--- config.mk ---
export PLATFORM = sky130hd
export DESIGN_NAME = mac_acc_seq_flat
export DESIGN_NICKNAME = d
export VERILOG_FILES = /design/src/rtl/mac_acc_seq_pkg.sv /design/src/rtl/mac_acc_seq_if.sv /design/src/rtl/mac_acc_seq.sv /design/src/flat_wrapper.sv
export SDC_FILE = /design/constraint.sdc
export NUM_CORES = 1
export LEC_CHECK = 0
export CORE_UTILIZATION = 38
export CTS_BUF_LIST = sky130_fd_sc_hd__clkbuf_16
export DETAILED_ROUTE_END_ITERATION = 7
export PLACE_DENSITY = 0.88
export SKIP_LAST_GASP = 1
export SYNTH_ARGS = -nofsm -noshare
export SYNTH_HDL_FRONTEND = slang
export SYNTH_SLANG_ARGS = --single-unit
--- constraint.sdc ---
create_clock -name clk -period 1.5 [get_ports clk]
set_input_delay 0.3 -clock clk [delete_from_list [all_inputs] [get_ports clk]]
set_output_delay 0.3 -clock clk [all_outputs]
set_load 0.005 [all_outputs]
--- src/rtl/mac_acc_seq_pkg.sv ---
// Shared definitions for the MAC accumulate sequencer: mode/state encodings,
// default widths and the descriptor legality rule.
package mac_pkg;

  localparam int LEN_W_DEF = 8;
  localparam int ACC_W_DEF = 16;

  typedef enum logic [1:0] {
    MODE_BF16 = 2'b00,
    MODE_FP8  = 2'b01,
    MODE_RSVD = 2'b10,
    MODE_INT4 = 2'b11
  } mode_t;

  typedef enum logic [1:0] {
    IDLE = 2'b00,
    RUN  = 2'b01,
    DONE = 2'b10
  } state_t;

  // A descriptor is usable only with a defined mode and at least one beat.
  function automatic logic cfg_legal(input logic [1:0] mode, input logic len_is_zero);
    return (mode != MODE_RSVD) && !len_is_zero;
  endfunction

endpackage

--- src/rtl/mac_acc_seq_if.sv ---
// Descriptor, operand-beat and result handshakes of the MAC sequencer.
// The slave side is the sequencer; the master side is the job producer/consumer.
interface mac_acc_seq_if import mac_pkg::*; #(
  parameter int LEN_W = LEN_W_DEF,
  parameter int ACC_W = ACC_W_DEF
);

  logic             cfg_valid;
  logic             cfg_ready;
  logic [1:0]       cfg_mode;
  logic [LEN_W-1:0] cfg_len;
  logic             cfg_clear;

  logic             op_valid;
  logic             op_ready;

  logic             res_valid;
  logic             res_ready;
  logic [ACC_W:0]   res_data;

  modport master (
    output cfg_valid, cfg_mode, cfg_len, cfg_clear, op_valid, res_ready,
    input  cfg_ready, op_ready, res_valid, res_data
  );

  modport slave (
    input  cfg_valid, cfg_mode, cfg_len, cfg_clear, op_valid, res_ready,
    output cfg_ready, op_ready, res_valid, res_data
  );

endinterface

--- src/rtl/mac_acc_seq.sv ---
// Job sequencer for an external align/add datapath: accepts a descriptor,
// streams operand beats, keeps the accumulator and sticky overflow, returns a result.
module mac_acc_seq import mac_pkg::*; #(
  parameter int LEN_W = LEN_W_DEF,
  parameter int ACC_W = ACC_W_DEF
) (
  input  logic        clk,
  input  logic        rst,
  mac_acc_seq_if.slave bus,
  input  logic        abort,
  output logic [1:0]  dp_mode,
  output logic        dp_en,
  input  logic [15:0] dp_sum_bf,
  input  logic        dp_cout_bf,
  input  logic [7:0]  dp_s_fp,
  input  logic        dp_c_fp,
  output logic [15:0] acc_bf,
  output logic [7:0]  acc_fp,
  output logic        err
);

  state_t           state_reg;
  mode_t            mode_reg;
  logic [LEN_W-1:0] beat_cnt_reg;
  logic [ACC_W-1:0] acc_reg;
  logic             ovf_reg;
  logic             cfg_ready_reg;
  logic             op_ready_reg;
  logic             res_valid_reg;
  logic             err_reg;

  logic [ACC_W-1:0] beat_sum;
  logic             beat_carry;
  logic             beat_accept;
  logic             last_beat;
  logic             cfg_accept;

  assign beat_accept = bus.op_valid && op_ready_reg;
  assign last_beat   = (beat_cnt_reg == LEN_W'(1));
  assign cfg_accept  = bus.cfg_valid && cfg_ready_reg;

  // FP8/INT4 results occupy the low byte; the upper accumulator bits are zeroed.
  always_comb begin
    beat_sum   = '0;
    beat_carry = 1'b0;
    if (mode_reg == MODE_BF16) begin
      beat_sum   = ACC_W'(dp_sum_bf);
      beat_carry = dp_cout_bf;
    end else begin
      beat_sum   = ACC_W'(dp_s_fp);
      beat_carry = dp_c_fp;
    end
  end

  always_ff @(posedge clk or posedge rst) begin
    if (rst) begin
      state_reg     <= IDLE;
      mode_reg      <= MODE_BF16;
      beat_cnt_reg  <= '0;
      acc_reg       <= '0;
      ovf_reg       <= 1'b0;
      cfg_ready_reg <= 1'b1;
      op_ready_reg  <= 1'b0;
      res_valid_reg <= 1'b0;
      err_reg       <= 1'b0;
    end else begin
      err_reg <= 1'b0;
      case (state_reg)
        IDLE: begin
          // abort here is a no-op and also suppresses any offered descriptor
          if (!abort && cfg_accept) begin
            if (!cfg_legal(bus.cfg_mode, bus.cfg_len == '0)) begin
              err_reg <= 1'b1;
            end else begin
              state_reg     <= RUN;
              mode_reg      <= mode_t'(bus.cfg_mode);
              beat_cnt_reg  <= bus.cfg_len;
              cfg_ready_reg <= 1'b0;
              op_ready_reg  <= 1'b1;
              if (bus.cfg_clear) begin
                acc_reg <= '0;
                ovf_reg <= 1'b0;
              end
            end
          end
        end

        RUN: begin
          if (abort) begin
            state_reg     <= IDLE;
            mode_reg      <= MODE_BF16;
            beat_cnt_reg  <= '0;
            ovf_reg       <= 1'b0;
            cfg_ready_reg <= 1'b1;
            op_ready_reg  <= 1'b0;
            res_valid_reg <= 1'b0;
          end else if (beat_accept) begin
            acc_reg      <= beat_sum;
            ovf_reg      <= ovf_reg | beat_carry;
            beat_cnt_reg <= beat_cnt_reg - LEN_W'(1);
            if (last_beat) begin
              state_reg     <= DONE;
              op_ready_reg  <= 1'b0;
              res_valid_reg <= 1'b1;
            end
          end
        end

        DONE: begin
          // The accumulator is kept on exit so a cfg_clear=0 job can chain from it.
          if (abort) begin
            state_reg     <= IDLE;
            mode_reg      <= MODE_BF16;
            beat_cnt_reg  <= '0;
            ovf_reg       <= 1'b0;
            cfg_ready_reg <= 1'b1;
            op_ready_reg  <= 1'b0;
            res_valid_reg <= 1'b0;
          end else if (bus.res_ready) begin
            state_reg     <= IDLE;
            mode_reg      <= MODE_BF16;
            cfg_ready_reg <= 1'b1;
            res_valid_reg <= 1'b0;
          end
        end

        default: begin
          state_reg     <= IDLE;
          mode_reg      <= MODE_BF16;
          beat_cnt_reg  <= '0;
          cfg_ready_reg <= 1'b1;
          op_ready_reg  <= 1'b0;
          res_valid_reg <= 1'b0;
        end
      endcase
    end
  end

  assign bus.cfg_ready = cfg_ready_reg;
  assign bus.op_ready  = op_ready_reg;
  assign bus.res_valid = res_valid_reg;
  assign bus.res_data  = {ovf_reg, acc_reg};

  assign dp_mode = mode_reg;
  assign dp_en   = beat_accept;
  assign acc_bf  = 16'(acc_reg);
  assign acc_fp  = 8'(acc_reg);
  assign err     = err_reg;

endmodule

--- src/flat_wrapper.sv ---
// flat-port wrapper written by rule: the top's interface ports become plain ports
module mac_acc_seq_flat import mac_pkg::*;
#(
  parameter int LEN_W = LEN_W_DEF,
  parameter int ACC_W = ACC_W_DEF
)
  (clk, rst, abort, dp_mode, dp_en, dp_sum_bf, dp_cout_bf, dp_s_fp, dp_c_fp, acc_bf, acc_fp, err, bus_cfg_valid, bus_cfg_mode, bus_cfg_len, bus_cfg_clear, bus_op_valid, bus_res_ready, bus_cfg_ready, bus_op_ready, bus_res_valid, bus_res_data);
  mac_acc_seq_if #(.LEN_W(LEN_W), .ACC_W(ACC_W)) bus_i ();
  input  logic clk;
  input  logic rst;
  input  logic abort;
  output logic [1:0] dp_mode;
  output logic dp_en;
  input  logic [15:0] dp_sum_bf;
  input  logic dp_cout_bf;
  input  logic [7:0] dp_s_fp;
  input  logic dp_c_fp;
  output logic [15:0] acc_bf;
  output logic [7:0] acc_fp;
  output logic err;
  input wire logic [$bits(bus_i.cfg_valid)-1:0] bus_cfg_valid;
  input wire logic [$bits(bus_i.cfg_mode)-1:0] bus_cfg_mode;
  input wire logic [$bits(bus_i.cfg_len)-1:0] bus_cfg_len;
  input wire logic [$bits(bus_i.cfg_clear)-1:0] bus_cfg_clear;
  input wire logic [$bits(bus_i.op_valid)-1:0] bus_op_valid;
  input wire logic [$bits(bus_i.res_ready)-1:0] bus_res_ready;
  output wire logic [$bits(bus_i.cfg_ready)-1:0] bus_cfg_ready;
  output wire logic [$bits(bus_i.op_ready)-1:0] bus_op_ready;
  output wire logic [$bits(bus_i.res_valid)-1:0] bus_res_valid;
  output wire logic [$bits(bus_i.res_data)-1:0] bus_res_data;
  assign bus_i.cfg_valid = bus_cfg_valid;
  assign bus_i.cfg_mode = bus_cfg_mode;
  assign bus_i.cfg_len = bus_cfg_len;
  assign bus_i.cfg_clear = bus_cfg_clear;
  assign bus_i.op_valid = bus_op_valid;
  assign bus_i.res_ready = bus_res_ready;
  assign bus_cfg_ready = bus_i.cfg_ready;
  assign bus_op_ready = bus_i.op_ready;
  assign bus_res_valid = bus_i.res_valid;
  assign bus_res_data = bus_i.res_data;
  mac_acc_seq #(.LEN_W(LEN_W), .ACC_W(ACC_W)) u_core (.clk(clk), .rst(rst), .bus(bus_i), .abort(abort), .dp_mode(dp_mode), .dp_en(dp_en), .dp_sum_bf(dp_sum_bf), .dp_cout_bf(dp_cout_bf), .dp_s_fp(dp_s_fp), .dp_c_fp(dp_c_fp), .acc_bf(acc_bf), .acc_fp(acc_fp), .err(err));
endmodule
Word level (Yosys, flattened, before mapping)
Index checks and enable logic that the tools add are counted.

operators by class
  $add $sub $neg = 1
  equality and inequality tests = 14
  muxes and demuxes = 54
  bitwise gates (word level) = 2
  reduce and logical (&&, ||, !) cells = 18

operators with widths
  cell                                                                number
  16-bit two-way mux                                                  6
  8-bit two-way mux                                                   5
  16-bit case mux with 2 select lines                                 1
  1-bit two-way mux                                                   25
  8-bit case mux with 3 select lines                                  1
  2-bit two-way mux                                                   10
  2-bit != test, second input constant                                6
  1-bit case mux with 3 select lines                                  4
  2-bit case mux with 3 select lines                                  2
  4-bit AND reduction                                                 3
  6-bit AND reduction                                                 2
  5-bit AND reduction                                                 2
  8-bit by 1-bit == test with 1-bit output, second input constant     1
  8-bit logical NOT                                                   1
  8-bit by 1-bit subtractor with 8-bit output, second input constant  1
  3-bit != test, second input constant                                2
  1-bit logical AND                                                   4
  2-bit logical NOT                                                   2
  2-bit by 1-bit != test with 1-bit output, second input constant     2
  3-bit by 2-bit != test with 1-bit output, second input constant     1
  3-bit nonzero test                                                  1
  2-bit by 1-bit == test with 1-bit output, second input constant     1
  2-bit == test, second input constant                                1
  1-bit logical NOT                                                   2
  3 further kinds                                                     3

storage, ports and cells
  register bits after elaboration = 33
  input port bits = 43
  output and inout port bits = 48
  logic and storage cells = 98

Logic depth before layout (Yosys ltp)
Gate-level depths: netlist of the first run.

  word-level depth = 6
  mapped depth = 7
  mapped depth without buffers = 6

Worst setup path after synthesis of the first run
OpenSTA, ideal clock, no wires.

  kind = in2reg
  start point = input bus_cfg_len[6]
  end point = register u_core.acc_reg[0] (netlist: u_core.acc_bf[0])
  library setup time = 125 ps
  arrival time = 1,570 ps
  required time = 1,375 ps
  slack = -195 ps
  cell stages on the path = 5
  buffers on the path = 1
  cell sequence = nor4_1 a21oi_2 a41oi_4 buf_8 mux2_2

between the ends
  longest elaborated chain between the ends = 5

RTL lines
  item                                                RTL line               text
  start, declared                                     flat_wrapper.sv:23     input wire logic [$bits(bus_i.cfg_len)-1:0] bus_cfg_len;
  8-bit logical NOT                                   mac_acc_seq.sv:72      if (!cfg_legal(bus.cfg_mode, bus.cfg_len == '0)) begin
  1-bit logical NOT                                   mac_acc_seq_pkg.sv:23  return (mode != MODE_RSVD) && !len_is_zero;
  1-bit logical AND                                   mac_acc_seq_pkg.sv:23
  2-bit by 1-bit != test with 1-bit output (no line)  n/a
  6-bit AND reduction (no line)                       n/a
  end signal, assigned                                mac_acc_seq.sv:98      acc_reg <= beat_sum;
  end, declared                                       mac_acc_seq.sv:25      logic [ACC_W-1:0] acc_reg;

No other way between the ends.
A chain may end at the register's enable or synchronous reset.

Final worst setup path of the first run
  start point = register u_core.state_reg[0]
  end point = register u_core.ovf_reg

between the ends
  longest elaborated chain between the ends = 3
  elaborated cells on any way between the ends = 11
  classes of those cells = 7 x eq/ne; 1 x mux; 3 x reduce/logical

RTL lines
  item                                                                    RTL line           text
  start, declared                                                         mac_acc_seq.sv:22  state_t state_reg;
  start signal, assigned                                                  mac_acc_seq.sv:57  state_reg <= IDLE;
  start signal, assigned                                                  mac_acc_seq.sv:75  state_reg <= RUN;
  start signal, assigned                                                  mac_acc_seq.sv:90  state_reg <= IDLE;
  2-bit by 1-bit == test with 1-bit output, or another cell as far along  mac_acc_seq.sv:68  case (state_reg)
  3-bit != test (no line), or another cell as far along                   n/a
  6-bit AND reduction (no line)                                           n/a
  end signal, assigned                                                    mac_acc_seq.sv:99  ovf_reg <= ovf_reg | beat_carry;
  end, declared                                                           mac_acc_seq.sv:26  logic ovf_reg;

Several ways; a longest one is shown, not always the timed one.

==> results of run 1 <==
==> stage by stage <==
step | total power, W | std cells
after global placement | 0.00372 | 387
after global routing | 0.00570 | 419
final | 0.00540 | 419
after floorplan | 0.00263 | 226
after CTS | 0.00501 | 403
after detailed placement | 0.00381 | 387
==> synth_stat cells, types with 2 or more instances <==
cell,count,share of area
mux2_2,8,0.045
o21a_1,2,0.0074
a32o_1,2,0.0099
a21oi_2,2,0.0087
nor2_1,19,0.035
ha_1,2,0.012
o21ai_0,9,0.022
nor3_1,5,0.012
a22oi_1,4,0.015
or2_2,3,0.0093
clkbuf_1,4,0.0074
nand2b_1,2,0.0062
o31ai_1,13,0.048
a21oi_1,15,0.037
nor2b_1,3,0.0093
buf_2,3,0.0074
nand2_1,30,0.056
dfrtp_1,32,0.40
a31oi_1,2,0.0062
mux2i_1,9,0.045
inv_1,15,0.028
buf_4,25,0.093
nor4_1,4,0.012
==> cell families after synthesis <==
| kind of cell | after synthesis | synth area share |
|---|---|---|
| flip-flops | 33 | 0.409 |
| AND/OR/NAND/NOR | 71 | 0.161 |
| multiplexers | 17 | 0.0890 |
| AO/OA/AOI/OAI | 54 | 0.185 |
| adder cells (fa/ha/maj) | 2 | 0.0124 |
| buffers and inverters | 49 | 0.145 |
==> repair_timing <==
action,4_1_cts,5_1_grt
hold buffers,0,0
setup buffers,7,16
endpoints found under the setup margin,43,63
pin swaps,18,13
resized for setup,72,56
gates cloned,2,0
==> critical path, cell delays in order, from the launching register on <==
cell       delay (ns)
dfrtp_1          0.43
buf_4            0.17
or2_4            0.26
buf_4            0.15
o211ai_1         0.28
nor3_2           0.06
a2bb2oi_1        0.14
==> per-layer routing <==
metal,track usage,vias up,share of wire
met5,0,-,0
met4,0.0964,0,0.019
met3,0.0643,16,0.056
met2,0.435,83,0.54
met1,0.271,1051,0.39
li1,-,1004,-
==> where the power goes <==
part | switching (W) | internal [W]
logic | 0.00129 | 0.00168
registers | 0.000270 | 0.00120
clock network | 0.000366 | 0.000593
==> worst max path at each step <==
stage,slack [ns],endpoint,cells after the start
after global routing,-0.14,u_core.acc_bf[11]$_DFFE_PP0P_,7
after detailed placement,-0.59,u_core.beat_cnt_reg[0]$_DFFE_PP0P_,8
final,-0.11,u_core.ovf_reg$_DFFE_PP0P_,6
after CTS,-0.09,u_core.acc_bf[5]$_DFFE_PP0P_,6
after global placement,-0.55,u_core.acc_bf[6]$_DFFE_PP0P_,6
after floorplan,-0.12,u_core.acc_bf[0]$_DFFE_PP0P_,6
==> cell type report <==
cell class	instances	area [um^2]
Timing Repair Buffer	150	1480
Fill cell	344	1330
Multi-Input combinational cell	144	1200
Sequential cell	33	828
Clock buffer	5	125
Tap cell	70	87.6
Inverter	15	56.3
Clock inverter	2	7.51
==> layout by cell type (no fill, tap or decap), types with 5 or more instances in the layout <==
| cell type | instances |
|---|---|
| a21oi_1 | 15 |
| buf_4 | 49 |
| clkbuf_16 | 5 |
| clkdlybuf4s50_1 | 46 |
| dfrtp_1 | 31 |
| dlygate4sd2_1 | 13 |
| dlymetal6s2s_1 | 24 |
| inv_1 | 16 |
| mux2_4 | 8 |
| mux2i_1 | 9 |
| nand2_1 | 28 |
| nor2_1 | 12 |
| o21ai_0 | 5 |
| o31ai_2 | 5 |
| o31ai_4 | 8 |
==> flow_metrics.py, run 1 <==
metrics = {
    "status": {
        "status": "finished, violations left",
        "violations": "setup timing",
    },
    "synth": {
        "synth-warning-count": 0,
        "synth_enable_flop_cells": 0,
        "synth_seq_cells": 33,
        "yosysUniqueCellTypes": 36,
        "synth_cells": 226,
        "yosys_most_used_dff": "dfrtp_1",
        "postSynth.asyncResetShare": 1.00,
        "syn_area_mm2": 0.00202,
        "syn-num-nets": 271,
        "syn_area_per_cell_um2": 8.96,
        "yosysSeqAreaShare": 0.409,
    },
    "place": {
        "dp_hpwl_um": 4280,
        "gp_congestion": 0.867,
        "dp_slack_ns": -0.592,
        "placement.io_buffers": 90,
        "postPlaceCellArea_mm2": 0.00310,
    },
    "timing": {
        "skew_ns": 0.00472,
        "whs_ns": 0.360,
        "rsz0062_at_grt": "true",
        "worst_pin_slew_ns": 0.325,
        "fin_crit_ns": 1.61,
        "postLayoutSetupSlackWorst_ns": -0.114,
        "setup_viol": 28,
        "fin_tns_setup_ns": -1.68,
        "finalHoldViolations": 0,
        "slew_headroom": 0.781,
        "period_share": 1.08,
        "clock.fmax_mhz": 619,
        "drv_slew": 0,
    },
    "global_route": {
        "grt_pass1_vias": 2026,
        "antenna_found_initial": 0,
        "overflow": 0,
        "grt_usage": 0.242,
        "grt_pass1_wl_um": 9860,
        "grt_max_degree": 34,
    },
    "setup_path": {
        "startpoint": "u_core.state_reg[0]$_DFFE_PP0P_",
        "criticalPathCategory": "register to register",
        "regToRegSetupSlack_ns": -0.11,
        "rr_startpoint": "u_core.state_reg[0]$_DFFE_PP0P_",
        "critPathMaxFanout": 3,
        "cp.arrival_ns": 1.78,
        "end_kind": "register",
        "r2r_cells": 6,
        "reg2reg_to": "u_core.ovf_reg$_DFFE_PP0P_",
        "crit_path_start_kind": "register",
        "crit_required_ns": 1.66,
    },
    "detailed_routing": {
        "vias": 2154,
        "initialDrtViolationCount": 86,
        "wl_per_cell_um": 17.1,
        "drc": 0,
        "detail-route-antenna-nets": 0,
        "drt_wl_total_um": 7170,
        "viasPerCell": 5.14,
        "dr.pass1.iters": 4,
    },
    "final_layout": {
        "nets": 394,
        "fin_area_mm2": 0.00378,
        "n_antenna_cell": 0,
        "largest_reg_flops": 16,
        "area_growth_pct": 86.8,
        "layout-drive-gt1-share": 0.341,
        "utilization": 0.741,
    },
    "clocking": {
        "path_clk_slew_ns": 0.05,
        "htree_levels": 2,
        "clk_path_buf_depth": 2,
        "cts_inserted_buffers": 5,
        "clk_latency_ns": 0.28,
        "cts_tree": "yes",
        "cts_root_buffer": "clkbuf_16",
        "cts_sinks": 33,
    },
    "die": {
        "die-area_mm2": 0.00562,
        "io_pins": 91,
        "start_util": 0.396,
        "core_mm2": 0.00511,
        "fp.dieW_um": 75.0,
        "std_cell_rows": 26,
        "die_h_um": 75.0,
    },
    "worst_hold_path": {
        "min_path_type": "input port to asynchronous set/reset pin",
    },
    "power_and_ir_drop": {
        "p_leak_nw": 2.11,
        "p_per_area_mw_per_mm2": 1430,
        "ir_drop_uv": 754,
    },
    "flow_run": {
        "drv_cap": 0,
    },
}
Power figures use the tool's default switching activity.
==> run 2: changes to the inputs <==
Settings changed: PLACE_DENSITY 0.88 to unset, PLACE_DENSITY_LB_ADDON set to 0.3.
==> flow_metrics.py, run 2 (synthesis results as in run 1) <==
metrics = {
    "timing": {
        "setup_viol": 20,
        "skew_ns": 0.00816,
        "rsz0062_at_grt": "true",
        "fin_crit_ns": 1.61,
        "finalHoldViolations": 0,
        "period_share": 1.07,
        "drv_slew": 0,
        "postLayoutSetupSlackWorst_ns": -0.107,
        "slew_headroom": 0.736,
        "clock.fmax_mhz": 622,
        "worst_pin_slew_ns": 0.391,
        "fin_tns_setup_ns": -0.966,
    },
    "final_layout": {
        "final_cell_mix": "59 x clkdlybuf4s50_1, 42 x buf_4, 30 x dfrtp_1, 28 x nand2_1, 16 x dlymetal6s2s_1",
        "stdcell_count": 416,
        "largest_reg_flops": 16,
        "n_antenna_cell": 0,
        "utilization": 0.719,
        "area_growth_pct": 81.4,
        "final_common_cell": "clkdlybuf4s50_1",
        "fillCellCount": 383,
        "nets": 390,
        "layout-drive-gt1-share": 0.353,
        "fin_area_mm2": 0.00367,
    },
    "setup_path": {
        "startpoint": "u_core.state_reg[1]$_DFFE_PP0P_",
        "crit_path_start_kind": "register",
        "cp.arrival_ns": 1.80,
        "criticalPathCategory": "register to register",
        "end_kind": "register",
        "crit_required_ns": 1.69,
        "critPathMaxFanout": 5,
        "reg2reg_to": "u_core.beat_cnt_reg[3]$_DFFE_PP0P_",
        "regToRegSetupSlack_ns": -0.11,
        "rr_startpoint": "u_core.state_reg[1]$_DFFE_PP0P_",
        "r2r_cells": 6,
    },
    "global_route": {
        "antenna_found_initial": 0,
        "grt_pass1_vias": 2000,
        "grt_max_degree": 34,
        "grt_usage": 0.230,
        "overflow": 0,
        "grt_pass1_wl_um": 9400,
    },
    "clocking": {
        "ctsHoldBuffers": 0,
        "clk_path_buf_depth": 2,
        "cts_tree": "yes",
        "clk_latency_ns": 0.28,
        "path_clk_slew_ns": 0.06,
        "cts_root_buffer": "clkbuf_16",
        "cts_inserted_buffers": 5,
        "htree_levels": 2,
        "cts_sinks": 33,
    },
    "power_and_ir_drop": {
        "p_per_area_mw_per_mm2": 1450,
        "p_sw_frac": 0.346,
        "p_clk_frac": 0.188,
        "ir_drop_uv": 733,
        "p_leak_nw": 1.93,
        "power_frac_comb": 0.535,
        "intPower_w": 0.00348,
        "p_seq_frac": 0.277,
        "power.switching_w": 0.00184,
    },
    "place": {
        "gp_congestion": 0.869,
        "placement.io_buffers": 90,
        "dp_slack_ns": -0.621,
        "dp_hpwl_um": 4180,
        "placed_cells": 382,
        "postPlaceCellArea_mm2": 0.00306,
    },
    "detailed_routing": {
        "vias": 2115,
        "initialDrtViolationCount": 92,
        "drc": 0,
        "viasPerCell": 5.08,
        "wl_per_cell_um": 16.0,
        "drt_wl_total_um": 6680,
        "dr.pass1.iters": 4,
        "detail-route-antenna-nets": 0,
    },
    "die": {
        "io_pins": 91,
        "die-area_mm2": 0.00562,
        "fp.dieW_um": 75.0,
        "core_mm2": 0.00511,
        "std_cell_rows": 26,
        "start_util": 0.396,
        "die_h_um": 75.0,
    },
    "status": {
        "status": "finished, violations left",
        "violations": "setup timing",
    },
    "flow_run": {
        "drv_cap": 0,
    },
    "worst_hold_path": {
        "min_path_type": "input port to asynchronous set/reset pin",
    },
}
==> run 2: changes by cell type in the layout (fill, tap and decap cells not counted), sizes merged <==
cell	before	now
inv	16	15
dlygate4sd2	13	8
clkdlybuf4s50	46	59
dlymetal6s2s	24	16
clkinv	1	2
clkinvlp	0	1
buf	63	59
==> run 2: worst max path at each step <==
stage,cells past startpoint,to,slack [ns]
after floorplan,6,u_core.acc_bf[0]$_DFFE_PP0P_,-0.12
after global placement,6,u_core.acc_bf[4]$_DFFE_PP0P_,-0.61
after detailed placement,6,u_core.acc_bf[7]$_DFFE_PP0P_,-0.62
after CTS,6,u_core.acc_bf[1]$_DFFE_PP0P_,-0.1
after global routing,6,u_core.beat_cnt_reg[3]$_DFFE_PP0P_,-0.14
final,6,u_core.beat_cnt_reg[3]$_DFFE_PP0P_,-0.11
==> run 2: per-layer routing <==
layer / up-vias / part of all wire / global-route usage
met5: - / 0 / 0
met4: 0 / 0.017 / 0.101
met3: 11 / 0.065 / 0.0522
met2: 89 / 0.52 / 0.415
met1: 1011 / 0.40 / 0.259
li1: 1004 / - / -
==> run 2: through the flow <==
| step | hold WS (ns) | power, W |
|---|---|---|
| floorplan | 0.428 | 0.00263 |
| global placement | 0.479 | 0.00371 |
| detailed placement | 0.497 | 0.00377 |
| CTS | 0.379 | 0.00502 |
| global route | 0.441 | 0.00563 |
| finish | 0.368 | 0.00532 |
==> run 2: power groups by stage <==
stage / clock network [W] / registers (W) / logic [W]
6_report: 0.000998 / 0.00147 / 0.00285
5_1_grt: 0.00105 / 0.00150 / 0.00308
4_1_cts: 0.00101 / 0.00144 / 0.00257
3_5_place_dp: 0 / 0.00146 / 0.00231
3_3_place_gp: 0 / 0.00144 / 0.00227
2_1_floorplan: 0 / 0.00145 / 0.00118
==> run 2: repair_timing <==
| item | CTS | global route |
|---|---|---|
| resized for setup | 60 | 61 |
| setup endpoints to repair | 40 | 56 |
| hold endpoints to repair | 0 | 0 |
| cloned | 2 | 1 |
| pin swaps | 13 | 15 |
| setup buffers | 17 | 8 |
==> run 2: area by class of cell <==
cell class,instances,area [um^2],share of cell area
clock inverters,3,17.5,0.00477
well taps,70,87.6,0.0239
inverters,15,56.3,0.0153
repair buffers,146,1410,0.383
clock buffers,5,125,0.0341
flip-flops and latches,33,830,0.226
multi-input cells,144,1150,0.313
==> run 2: critical path, stage by stage, from the launching register on <==
cell and delay, ns:
dfrtp_1 0.41, buf_6 0.13, nor2b_2 0.15, o21a_2 0.23, or2_4 0.28, buf_8 0.14, o31ai_2 0.18
